$ cat src/rtl/global.v
// Global build defaults shared by the convolution datapath.
// Each value may be overridden from the command line before this file is read.
// OUTPUT_DSP_WIDTH is the width of the signed result leaving the PE chain.
`ifndef GLOBAL_V_DEFS
`define GLOBAL_V_DEFS
`ifndef KERNEL_SIZE
`define KERNEL_SIZE 3
`endif
`ifndef FM_SIZE
`define FM_SIZE 5
`endif
`ifndef PADDING
`define PADDING 1
`endif
`ifndef STRIDE
`define STRIDE 2
`endif
`ifndef OUTPUT_DSP_WIDTH
`define OUTPUT_DSP_WIDTH 48
`endif
`endif

$ cat src/rtl/conv_out_collector_pkg.sv
// Shared constants and geometry helpers for the convolution output collector.
// Latency: n/a (declarations only). Backpressure: n/a.
// Exports the PE-chain result width and the output-map geometry functions.
package conv_out_collector_pkg;
`include "global.v"

   localparam int DSP_WIDTH = `OUTPUT_DSP_WIDTH;

   // Number of stride-1 window positions along one edge.
   function automatic int full_size(input int k, input int fm, input int p);
      return fm + 2 * p - k + 1;
   endfunction

   // Number of kept positions along one edge after striding.
   function automatic int out_size(input int full, input int s);
      return (full - 1) / s + 1;
   endfunction
endpackage

$ cat src/rtl/conv_out_fifo.sv
// First-word-fall-through FIFO buffering requantised samples.
// Latency: a write is visible at rdata on the edge that stores it; reads are combinational.
// Backpressure: caller must not write when full unless it pops in the same cycle.
// Ports: clk/rst (async high), wr/wdata write side, rd pop, rdata head, full/empty status.
module conv_out_fifo #(
   parameter int WIDTH = 16,
   parameter int DEPTH = 8
) (
   input  logic             clk,
   input  logic             rst,
   input  logic             wr,
   input  logic [WIDTH-1:0] wdata,
   input  logic             rd,
   output logic [WIDTH-1:0] rdata,
   output logic             full,
   output logic             empty
);
   localparam int AW = $clog2(DEPTH);

   logic [WIDTH-1:0] mem [DEPTH];
   // One extra pointer bit distinguishes full from empty.
   logic [AW:0]      wptr;
   logic [AW:0]      rptr;
   logic             do_wr;
   logic             do_rd;

   assign empty = (wptr == rptr);
   assign full  = (wptr[AW] != rptr[AW]) && (wptr[AW-1:0] == rptr[AW-1:0]);
   assign do_rd = rd && !empty;
   // A pop in the same cycle frees a slot, so a write into a full FIFO is kept.
   assign do_wr = wr && (!full || do_rd);
   assign rdata = empty ? '0 : mem[rptr[AW-1:0]];

   always_ff @(posedge clk or posedge rst) begin
      if (rst) begin
         wptr <= '0;
         rptr <= '0;
      end else begin
         if (do_wr) wptr <= wptr + 1'b1;
         if (do_rd) rptr <= rptr + 1'b1;
      end
   end

   always_ff @(posedge clk) begin
      if (do_wr) mem[wptr[AW-1:0]] <= wdata;
   end
endmodule

$ cat src/rtl/conv_out_collector.sv
// Collects PE-chain results, keeps strided positions, requantises and buffers them.
// Latency: 2 edges from accepted i_en to the FIFO, o_valid follows on that edge.
// Backpressure: i_ready stalls the FIFO; a write to a full FIFO is dropped and flags o_overflow.
// Ports: i_clk, i_rst (async high), i_en/i_data input samples, o_valid/i_ready/o_data output,
//        o_frame_done end-of-frame pulse, o_overflow sticky drop flag.
// Build option: CONV_OUT_RELU_EN clamps negative inputs to zero before rounding.
module conv_out_collector
   import conv_out_collector_pkg::*;
#(
   parameter int KERNEL_SIZE = `KERNEL_SIZE,
   parameter int FM_SIZE     = `FM_SIZE,
   parameter int PADDING     = `PADDING,
   parameter int STRIDE      = `STRIDE,
   parameter int SHIFT       = 8,
   parameter int OUT_WIDTH   = 16,
   parameter int FIFO_DEPTH  = 8
) (
   input  logic                        i_clk,
   input  logic                        i_rst,
   input  logic                        i_en,
   input  logic signed [DSP_WIDTH-1:0] i_data,
   output logic                        o_valid,
   input  logic                        i_ready,
   output logic signed [OUT_WIDTH-1:0] o_data,
   output logic                        o_frame_done,
   output logic                        o_overflow
);
   localparam int FULL_SIZE = full_size(KERNEL_SIZE, FM_SIZE, PADDING);
   localparam int OUT_SIZE  = out_size(FULL_SIZE, STRIDE);
   localparam int W         = DSP_WIDTH;
   localparam int CW        = (FULL_SIZE > 1) ? $clog2(FULL_SIZE) : 1;

   localparam logic signed [W:0] HALF = (W+1)'(1) << (SHIFT - 1);
   localparam logic signed [W:0] MAXV = {{(W + 2 - OUT_WIDTH){1'b0}}, {(OUT_WIDTH - 1){1'b1}}};
   localparam logic signed [W:0] MINV = {{(W + 2 - OUT_WIDTH){1'b1}}, {(OUT_WIDTH - 1){1'b0}}};

   logic [CW-1:0]              row;
   logic [CW-1:0]              col;
   logic                       last_col;
   logic                       last_row;
   logic                       keep;
   logic signed [W-1:0]        din;
   logic signed [W:0]          rnd;
   logic signed [W:0]          shf;
   logic signed [OUT_WIDTH-1:0] sat;
   logic                       q_vld;
   logic [OUT_WIDTH-1:0]       q_dat;
   logic                       fifo_full;
   logic                       fifo_empty;
   logic [OUT_WIDTH-1:0]       fifo_head;
   logic                       pop;

   assign last_col = (col == CW'(FULL_SIZE - 1));
   assign last_row = (row == CW'(FULL_SIZE - 1));
   assign keep     = (row % STRIDE == 0) && (row / STRIDE < OUT_SIZE) &&
                     (col % STRIDE == 0) && (col / STRIDE < OUT_SIZE);

   // Requantise: optional ReLU, round-half-up with one guard bit, shift, saturate.
   always_comb begin
`ifdef CONV_OUT_RELU_EN
      din = i_data[W-1] ? '0 : i_data;
`else
      din = i_data;
`endif
      rnd = $signed({din[W-1], din}) + HALF;
      shf = rnd >>> SHIFT;
      if (shf > MAXV)      sat = MAXV[OUT_WIDTH-1:0];
      else if (shf < MINV) sat = MINV[OUT_WIDTH-1:0];
      else                 sat = shf[OUT_WIDTH-1:0];
   end

   always_ff @(posedge i_clk or posedge i_rst) begin
      if (i_rst) begin
         row          <= '0;
         col          <= '0;
         q_vld        <= 1'b0;
         q_dat        <= '0;
         o_frame_done <= 1'b0;
         o_overflow   <= 1'b0;
      end else begin
         o_frame_done <= i_en && last_col && last_row;
         q_vld        <= i_en && keep;
         if (i_en && keep) q_dat <= sat;
         if (i_en) begin
            if (last_col) begin
               col <= '0;
               row <= last_row ? '0 : row + 1'b1;
            end else begin
               col <= col + 1'b1;
            end
         end
         // Sample from the pipeline stage lost because the FIFO had no room.
         if (q_vld && fifo_full && !pop) o_overflow <= 1'b1;
      end
   end

   assign o_valid = !fifo_empty;
   assign pop     = o_valid && i_ready;
   assign o_data  = $signed(fifo_head);

   conv_out_fifo #(
      .WIDTH (OUT_WIDTH),
      .DEPTH (FIFO_DEPTH)
   ) u_fifo (
      .clk   (i_clk),
      .rst   (i_rst),
      .wr    (q_vld),
      .wdata (q_dat),
      .rd    (pop),
      .rdata (fifo_head),
      .full  (fifo_full),
      .empty (fifo_empty)
   );
endmodule

$ cat config.mk
export PLATFORM = sky130hd
export DESIGN_NAME = conv_out_collector
export DESIGN_NICKNAME = d
export VERILOG_FILES = /design/src/rtl/conv_out_collector_pkg.sv /design/src/rtl/conv_out_fifo.sv /design/src/rtl/conv_out_collector.sv
export VERILOG_INCLUDE_DIRS = /design/src /design/src/rtl
export SDC_FILE = /design/constraint.sdc
export NUM_CORES = 1
export LEC_CHECK = 0
export ABC_AREA = 1
export BUFFER_PORTS_ARGS = -buffer_cell sky130_fd_sc_hd__buf_2
export CORE_MARGIN = 1
export CORE_UTILIZATION = 40
export CTS_CLUSTER_SIZE = 16
export DETAILED_ROUTE_END_ITERATION = 10
export PLACE_DENSITY_LB_ADDON = 0.3
export RECOVER_POWER = 50
export SLEW_MARGIN = 20
export SYNTH_ARGS = -nofsm -noshare
export SYNTH_HDL_FRONTEND = slang
export SYNTH_SLANG_ARGS = --single-unit
$ cat constraint.sdc
create_clock -name i_clk -period 3.5 [get_ports i_clk]
set_input_delay 0.525 -clock i_clk [delete_from_list [all_inputs] [get_ports i_clk]]
set_output_delay 0.525 -clock i_clk [all_outputs]
set_load 0.1 [all_outputs]
==> results of run 1 <==
per-layer routing:
metal / up-vias / GRT usage / routed length (um)
li1: 3084 / - / -
met1: 2878 / 0.2471 / 8367
met2: 169 / 0.3398 / 9442
met3: 6 / 0.03179 / 874
met4: 0 / 0.05263 / 126
met5: - / 0 / 0
logic make-up (layout without fill, tap and decap cells):
group           Yosys count  in the layout  synth area share
fa+ha+maj                 7              7           0.01081
buf+inv                  83            173           0.04138
flops                   161            161            0.5762
xor+xnor                 24             24           0.02594
compound gates          142            142            0.1011
simple gates            452            452            0.2446
cell usage in the layout, fill, tap and decap left out, types with 17 or more instances in the layout:
cell | synthesis | routed
nand3_1 | 24 | 24
nor2_1 | 191 | 191
o21ai_0 | 89 | 89
buf_12 | 1 | 17
xor2_1 | 17 | 17
inv_1 | 54 | 54
nand2_1 | 183 | 183
buf_4 | 0 | 20
clkbuf_16 | 0 | 21
edfxtp_1 | 128 | 128
dfrtp_1 | 33 | 32
buf_2 | 0 | 47
power groups by stage:
stage,combinational (mW),clock [mW],sequential (mW)
final,4.76,1.89,2.89
after global routing,5.07,2.00,2.94
after CTS,4.81,1.92,2.89
after detailed placement,4.80,0,2.93
after global placement,4.76,0,2.91
after floorplan,3.23,0,2.83
worst max-delay path, cell delays in order, from the launching register on:
cell and delay [ps]:
dfrtp_2 440, inv_1 430, buf_12 300, o21ai_0 100
o22ai_1 130, o21ai_0 90, a31oi_1 360, buf_12 230
flip-flops by register name (all words and copies together), names as in the netlist:
register and cells:
u_fifo.mem 128, q_dat 16, u_fifo.rptr 4, u_fifo.wptr 4, col 3, row 3, o_frame_done 1, o_overflow 1
q_vld 1
worst max path at each step:
stage                    from  slack, ps  cells past startpoint   endpoint
2_1_floorplan  u_fifo.rptr[0]        140                      6  o_data[0]
3_3_place_gp        i_data[8]        820                     17   q_dat[7]
3_5_place_dp        i_data[8]        790                     17   q_dat[7]
4_1_cts        u_fifo.rptr[0]        410                      6  o_data[3]
5_1_grt        u_fifo.rptr[0]        300                      7  o_data[1]
6_report       u_fifo.rptr[0]        460                      7  o_data[5]
stage by stage:
stage               worst slack (ps)  power (mW)  area, um2  cells
global route                   295.4       10.01       9801   1224
finish                         462.2       9.537       9801   1224
global placement               822.3       7.667       9184   1192
detailed placement             794.4       7.731       9184   1192
floorplan                      143.3       6.060       8240    869
CTS                            413.5       9.626       9808   1224
area by class of cell:
cell class	count	area, um2	area share
Timing Repair Buffer	86	733.2	0.07481
Clock buffer	30	589.3	0.06013
Inverter	55	206.4	0.02106
Multi-Input combinational cell	625	3234	0.3300
Tap cell	265	331.6	0.03383
Clock inverter	2	35.03	0.003575
Sequential cell	161	4671	0.4766
==> summary.txt, run 1 <==
Outcome
  • Outcome: finished, violations left
  • Violated checks: capacitance limit, slew limit

Floorplan
  • Core Box Area: 19650 um2
  • Horiz. Die Dim: 144.3 um
  • Starting density of the core: 0.4123
  • Cell Rows: 51
  • # IOs: 71
  • Die Ht: 144.3 um
  • Overall die area: 20830 um2

Global route
  • Largest net degree at the start of global routing: 65
  • GRT Total Usage: 0.1940
  • Vias in the first global route: 5950
  • First-pass GRT wire length: 30570 um
  • GRT overflow: 0
  • Initial antenna violation count: 0

Detailed routing
  • Routed len/inst: 15.37 um
  • Drt initial violations: 455
  • Routed via count: 6137
  • DRC: 0
  • Drt first pass iters: 5
  • Post-route ant nets: 0
  • Vias per std cell: 5.014
  • Total wire length: 18810 um

Setup path
  • Setup CP Type: reg -> out
  • R2R cell count: 12
  • Critical Path AT: 2510 ps
  • Crit start category: flip-flop
  • Beginning of the worst register-to-register path: u_fifo.wptr[1]
  • Flop2flop setup slack: 830 ps
  • Req. time, crit path: 2970 ps
  • Crit path capture type: primary output
  • Worst R2R End: u_fifo.mem[7][9]
  • Worst-path maximum fanout: 49

Synth
  • Leading post-synthesis cells by cell area: edfxtp_1, dfrtp_1, nor2_1, nand2_1, o21ai_0
  • Post-synth EDFFs: 128
  • Main flop type after synthesis: edfxtp_1
  • Post-Synthesis Cells: 869
  • Netlist cell types: 36
  • YS warnings: 0
  • Register area share after synthesis: 0.5762
  • Share of the synthesized area in the top cell type: 0.4743
  • Post-synth ARST share: 0.2050
  • Synth area leader: edfxtp_1
  • Post-synth top cells: nor2_1, nand2_1, edfxtp_1
  • Top-count cell post-synth: nor2_1
  • Synthesis-stage register bit count: 161
  • Avg Inst Size Synth: 9.326 um2
  • Post-synthesis net count: 928
  • Mapped cell area: 8104 um2

STA
  • RSZ-0062 raised after global routing: no
  • Skew final: 7.524 ps
  • # setup viols final: 0
  • Period utilization: 0.8679
  • Final hold vios: 0
  • Slew @ Worst Pin: 1754 ps
  • Final Max Tran Viols: 34
  • Max-Slew Margin vs Limit: -0.1693
  • Final setup TNS: 0 ps
  • Fin Hold WS: 394.3 ps
  • Peak Freq: 329.2 MHz
  • Minimum clock period: 3038 ps

Power and ir drop
  • Leak: 3.848 nW
  • Comb pwr share: 0.499
  • Internal Power: 5.314 mW
  • PwrDens: 973.1 nW/um2
  • Peak VDD IR: 0.0006600 V
  • Part of the power in registers: 0.303
  • Sw Share: 0.4429
  • Clk pwr share: 0.198
  • Net switching power: 4.224 mW

Clocking
  • Clk slew on worst S/H paths: 60 ps
  • CTS tree: yes
  • Root Buffer: clkbuf_16
  • Clock tree buffer depth: 2
  • CTS Sinks: 161
  • Htree depth: 4
  • Inserted Clock Buffers: 17
  • Post-CTS Setup Inserts: 0
  • Hold buffers post-CTS: 0
  • Post-cts resize count: 0
  • Clock latency on the worst-skew pair: 410 ps

Final layout
  • Antenna diodes: 0
  • Fin nets: 1005
  • Area grow syn2layout: 20.94%
  • Filler cells: 1854
  • Layout cells sized above 1: 0.1668
  • Layout Utilization: 0.4987

Worst hold path
  • Hold path cells: 2
  • Hold path endpoint: col[0]
  • HP Start: i_en
  • Type of the tightest min-delay check: in -> reg

Run
  • Max Cap Viol: 1

Placed design
  • IO buf count: 63
  • Final HPWL DP: 13120 um
  • RePlAce Congestion: 0.9175
No activity file was read; power rests on OpenSTA's default activity.
==> inputs of run 2 (changes only) <==
--- a/config.mk
+++ b/config.mk
@@ -6,7 +6,6 @@
 export SDC_FILE = /design/constraint.sdc
 export NUM_CORES = 1
 export LEC_CHECK = 0
-export ABC_AREA = 1
 export BUFFER_PORTS_ARGS = -buffer_cell sky130_fd_sc_hd__buf_2
 export CORE_MARGIN = 1
 export CORE_UTILIZATION = 40
==> run 2 against run 1 <==
  * Global-route usage shrank 1.4 points
  * Critical endpoint is now o_data[3]
  * Synthesized cell count shrank 37%
  * The run still ends with capacitance limit, slew limit left
  * Core utilization shrank 2.6 points
  * Setup slack gained 93 ps
==> summary.txt, run 2 <==
Synth
  • Post-synth top cells: edfxtp_1, nor2_1, dfrtp_1
  • Register area share after synthesis: 0.6101 (+0.03391)
  • Mux contribution to synthesized area: 0.1208 (+0.1208)
  • Post-synthesis net count: 608 (-34%)
  • Post-synth ARST share: 0.2050 (unchanged)
  • Share of the synthesized area in the top cell type: 0.5022 (+0.02791)
  • Post-synth EDFFs: 128 (unchanged)
  • Post-Synth Simple-Gate Area: 0.1321 (-0.1125)
  • Leading post-synthesis cells by cell area: edfxtp_1, dfrtp_1, mux4_2, nor2_1, xnor2_1
  • Synthesis-stage register bit count: 161 (unchanged)
  • Netlist cell types: 60 (+67%)
  • Largest family of logic cells by synthesized area: simple AND/OR/NAND/NOR gates
  • Mapped cell area: 7654 um2 (-5.6%)
  • Post-Synthesis Cells: 549 (-37%)
  • Main flop type after synthesis: edfxtp_1
  • YS warnings: 0 (unchanged)
  • Xor and xnor area share after synthesis: 0.03662 (+0.01068)
  • Top-count cell post-synth: edfxtp_1
  • Synth area leader: edfxtp_1
  • Post-synthesis compound-gate area fraction: 0.06556 (-0.03557)
  • Avg Inst Size Synth: 13.94 um2 (+49%)
  • Post-Synth Adder-Cell Area: 0.01144 (+0.0006360)

Clocking
  • Clock latency on the worst-skew pair: 410 ps (about the same)
  • CTS tree: yes
  • Inserted Clock Buffers: 17 (unchanged)
  • Clk slew on worst S/H paths: 70 ps (about the same)
  • Hold buffers post-CTS: 0 (unchanged)
  • Post-CTS Setup Inserts: 0 (unchanged)
  • Post-cts resize count: 0 (unchanged)
  • CTS Sinks: 161 (unchanged)
  • Htree depth: 4 (unchanged)
  • Root Buffer: clkbuf_16
  • Clock tree buffer depth: 2 (unchanged)

Placed design
  • RePlAce Congestion: 0.9143 (-0.35%)
  • IO buf count: 63 (unchanged)
  • Final HPWL DP: 11400 um (-13%)

Detailed routing
  • Drt first pass iters: 5 (unchanged)
  • Drt initial violations: 343 (-25%)
  • Total wire length: 16660 um (-11%)
  • Routed via count: 4857 (-21%)
  • Vias per std cell: 5.615 (+12%)
  • DRC: 0 (unchanged)
  • Post-route ant nets: 0 (unchanged)
  • Routed len/inst: 19.26 um (+25%)

STA
  • Slew @ Worst Pin: 1881 ps (+127.2 ps)
  • Max-Slew Margin vs Limit: -0.2540 (-0.08477)
  • # setup viols final: 0 (unchanged)
  • Period utilization: 0.8412 (-0.02671)
  • RSZ-0062 raised after global routing: no
  • Final hold vios: 0 (unchanged)
  • Skew final: 10.06 ps (+2.534 ps)
  • Final Max Tran Viols: 34 (unchanged)
  • Final setup TNS: 0 ps (unchanged)
  • Minimum clock period: 2944 ps (-93.49 ps)
  • Peak Freq: 339.6 MHz (+3.2%)

Setup path
  • CP max stage delay: 560 ps (+120 ps)
  • Crit start category: flip-flop
  • Req. time, crit path: 2970 ps (about the same)
  • Setup CP Type: reg -> out
  • Critical path, cell by cell: buf_12 -> mux4_2 -> mux2i_1 -> nor2_1 -> buf_2
  • Crit path capture type: primary output
  • Worst-path maximum fanout: 28 (-43%)
  • Critical Path AT: 2420 ps (-90 ps)
  • CP max-delay cell: dfrtp_2

Final layout
  • Layout Utilization: 0.4730 (-0.02569)
  • Most frequent cells in the layout: edfxtp_1, buf_2, nor2_1
  • Fin nets: 677 (-33%)
  • Most common cell after layout, fill and taps aside: edfxtp_1
  • Area grow syn2layout: 15.60%
  • Max reg flops: 128 (unchanged)
  • Antenna diodes: 0 (unchanged)
  • Layout cells sized above 1: 0.2567 (+0.08989)

Power and ir drop
  • Comb pwr share: 0.421 (-0.078)
  • Peak VDD IR: 0.0004110 V (-38%)
  • Sw Share: 0.4432 (about the same)
  • Overall power: 8.120 mW (-15%)
  • Net switching power: 3.598 mW (-15%)
  • Leak: 3.053 nW (-21%)
  • Clk pwr share: 0.218 (+0.020)
  • PwrDens: 917.8 nW/um2 (-5.7%)
  • Internal Power: 4.522 mW (-15%)
  • Part of the power in registers: 0.361 (+0.058)

Floorplan
  • Die Ht: 140.3 um (-2.8%)
  • Overall die area: 19690 um2 (-5.5%)
  • Horiz. Die Dim: 140.3 um (-2.8%)
  • # IOs: 71 (unchanged)
  • Core Box Area: 18710 um2 (-4.8%)
  • Cell Rows: 50 (-2.0%)
  • Starting density of the core: 0.4092 (-0.003174)

Run
  • Max Cap Viol: 1 (unchanged)

Outcome
  • Violated checks: capacitance limit, slew limit
  • Outcome: finished, violations left

Global route
  • First-pass GRT wire length: 26720 um (-13%)
  • GRT Total Usage: 0.1802 (-0.01376)
  • Initial antenna violation count: 0 (unchanged)
  • Vias in the first global route: 4913 (-17%)
  • GRT overflow: 0 (unchanged)
  • Largest net degree at the start of global routing: 36 (-45%)

Worst hold path
  • Type of the tightest min-delay check: in -> reg
run 2: cell types whose count changed after synthesis, sizes merged, moves of 8 or more:
cell	delta
nand2	-166
nor2	-150
o21ai	-64
inv	-43
mux4	+32
mux2i	+17
a21oi	-15
a31oi	-13
xnor2	+13
and4	+11
buf	+8
nand3b	-8
nor4	+8
run 2: kinds of logic after synthesis:
kind of cell | count (synthesis)
fa+ha+maj | 7
simple gates | 184
mux | 52
compound gates | 72
buf+inv | 41
xor+xnor | 32
flops | 161
run 2: layer usage:
metal | vias to the layer above | track usage | part of all wire | wire (um)
met1 | 2396 | 0.2322 | 0.45 | 7474
met5 | - | 0 | 0 | 0
li1 | 2283 | - | - | -
met3 | 9 | 0.03009 | 0.046 | 766
met4 | 0 | 0.06131 | 0.0097 | 161
met2 | 169 | 0.3087 | 0.50 | 8254
run 2: stage by stage:
stage                     hold slack, ps  setup slack (ps)  area [um2]  cells
after global placement             460.0             253.9        8272    833
final                              424.1             555.7        8847    865
after CTS                          199.6             509.1        8855    865
after floorplan                    461.7             76.16        7654    549
after detailed placement           462.1             213.0        8272    833
after global routing               412.7             418.2        8847    865
run 2: power groups by stage:
stage | Clock (mW) | Combinational, mW | Sequential, mW
6_report | 1.77 | 3.42 | 2.93
5_1_grt | 1.87 | 3.63 | 2.99
3_3_place_gp | 0 | 3.41 | 2.93
2_1_floorplan | 0 | 2.85 | 2.83
4_1_cts | 1.81 | 3.46 | 2.94
3_5_place_dp | 0 | 3.46 | 2.97
run 2: layout make-up:
| type | instances | area, um2 |
|---|---|---|
| clock inverters | 11 | 90.09 |
| well taps | 234 | 292.8 |
| repair buffers | 79 | 440.4 |
| fillers | 1609 | 9858 |
| multi-input cells | 347 | 2815 |
| flip-flops and latches | 161 | 4671 |
| inverters | 12 | 45.04 |
| clock buffers | 21 | 493.0 |
run 2: final timing paths:
kind	startpoint	depth (start not counted)	slack, ps	endpoint
worst max-delay path	u_fifo.rptr[0]	5	560	o_data[3]
worst min-delay path	i_en	2	420	col[0]
worst max register to register	u_fifo.rptr[0]	7	790	u_fifo.mem[4][9]
worst min register to register	o_overflow	1	470	o_overflow
max in group asynchronous	i_rst	3	1500	u_fifo.rptr[0]
min in group asynchronous	i_rst	3	770	row[2]
run 2: worst max-delay path, delay by kind of cell, from the launching register on:
family / cells / cell delay [ps]
flops: 1 / 560
mux: 2 / 790
buf+inv: 2 / 580
simple gates: 1 / 60
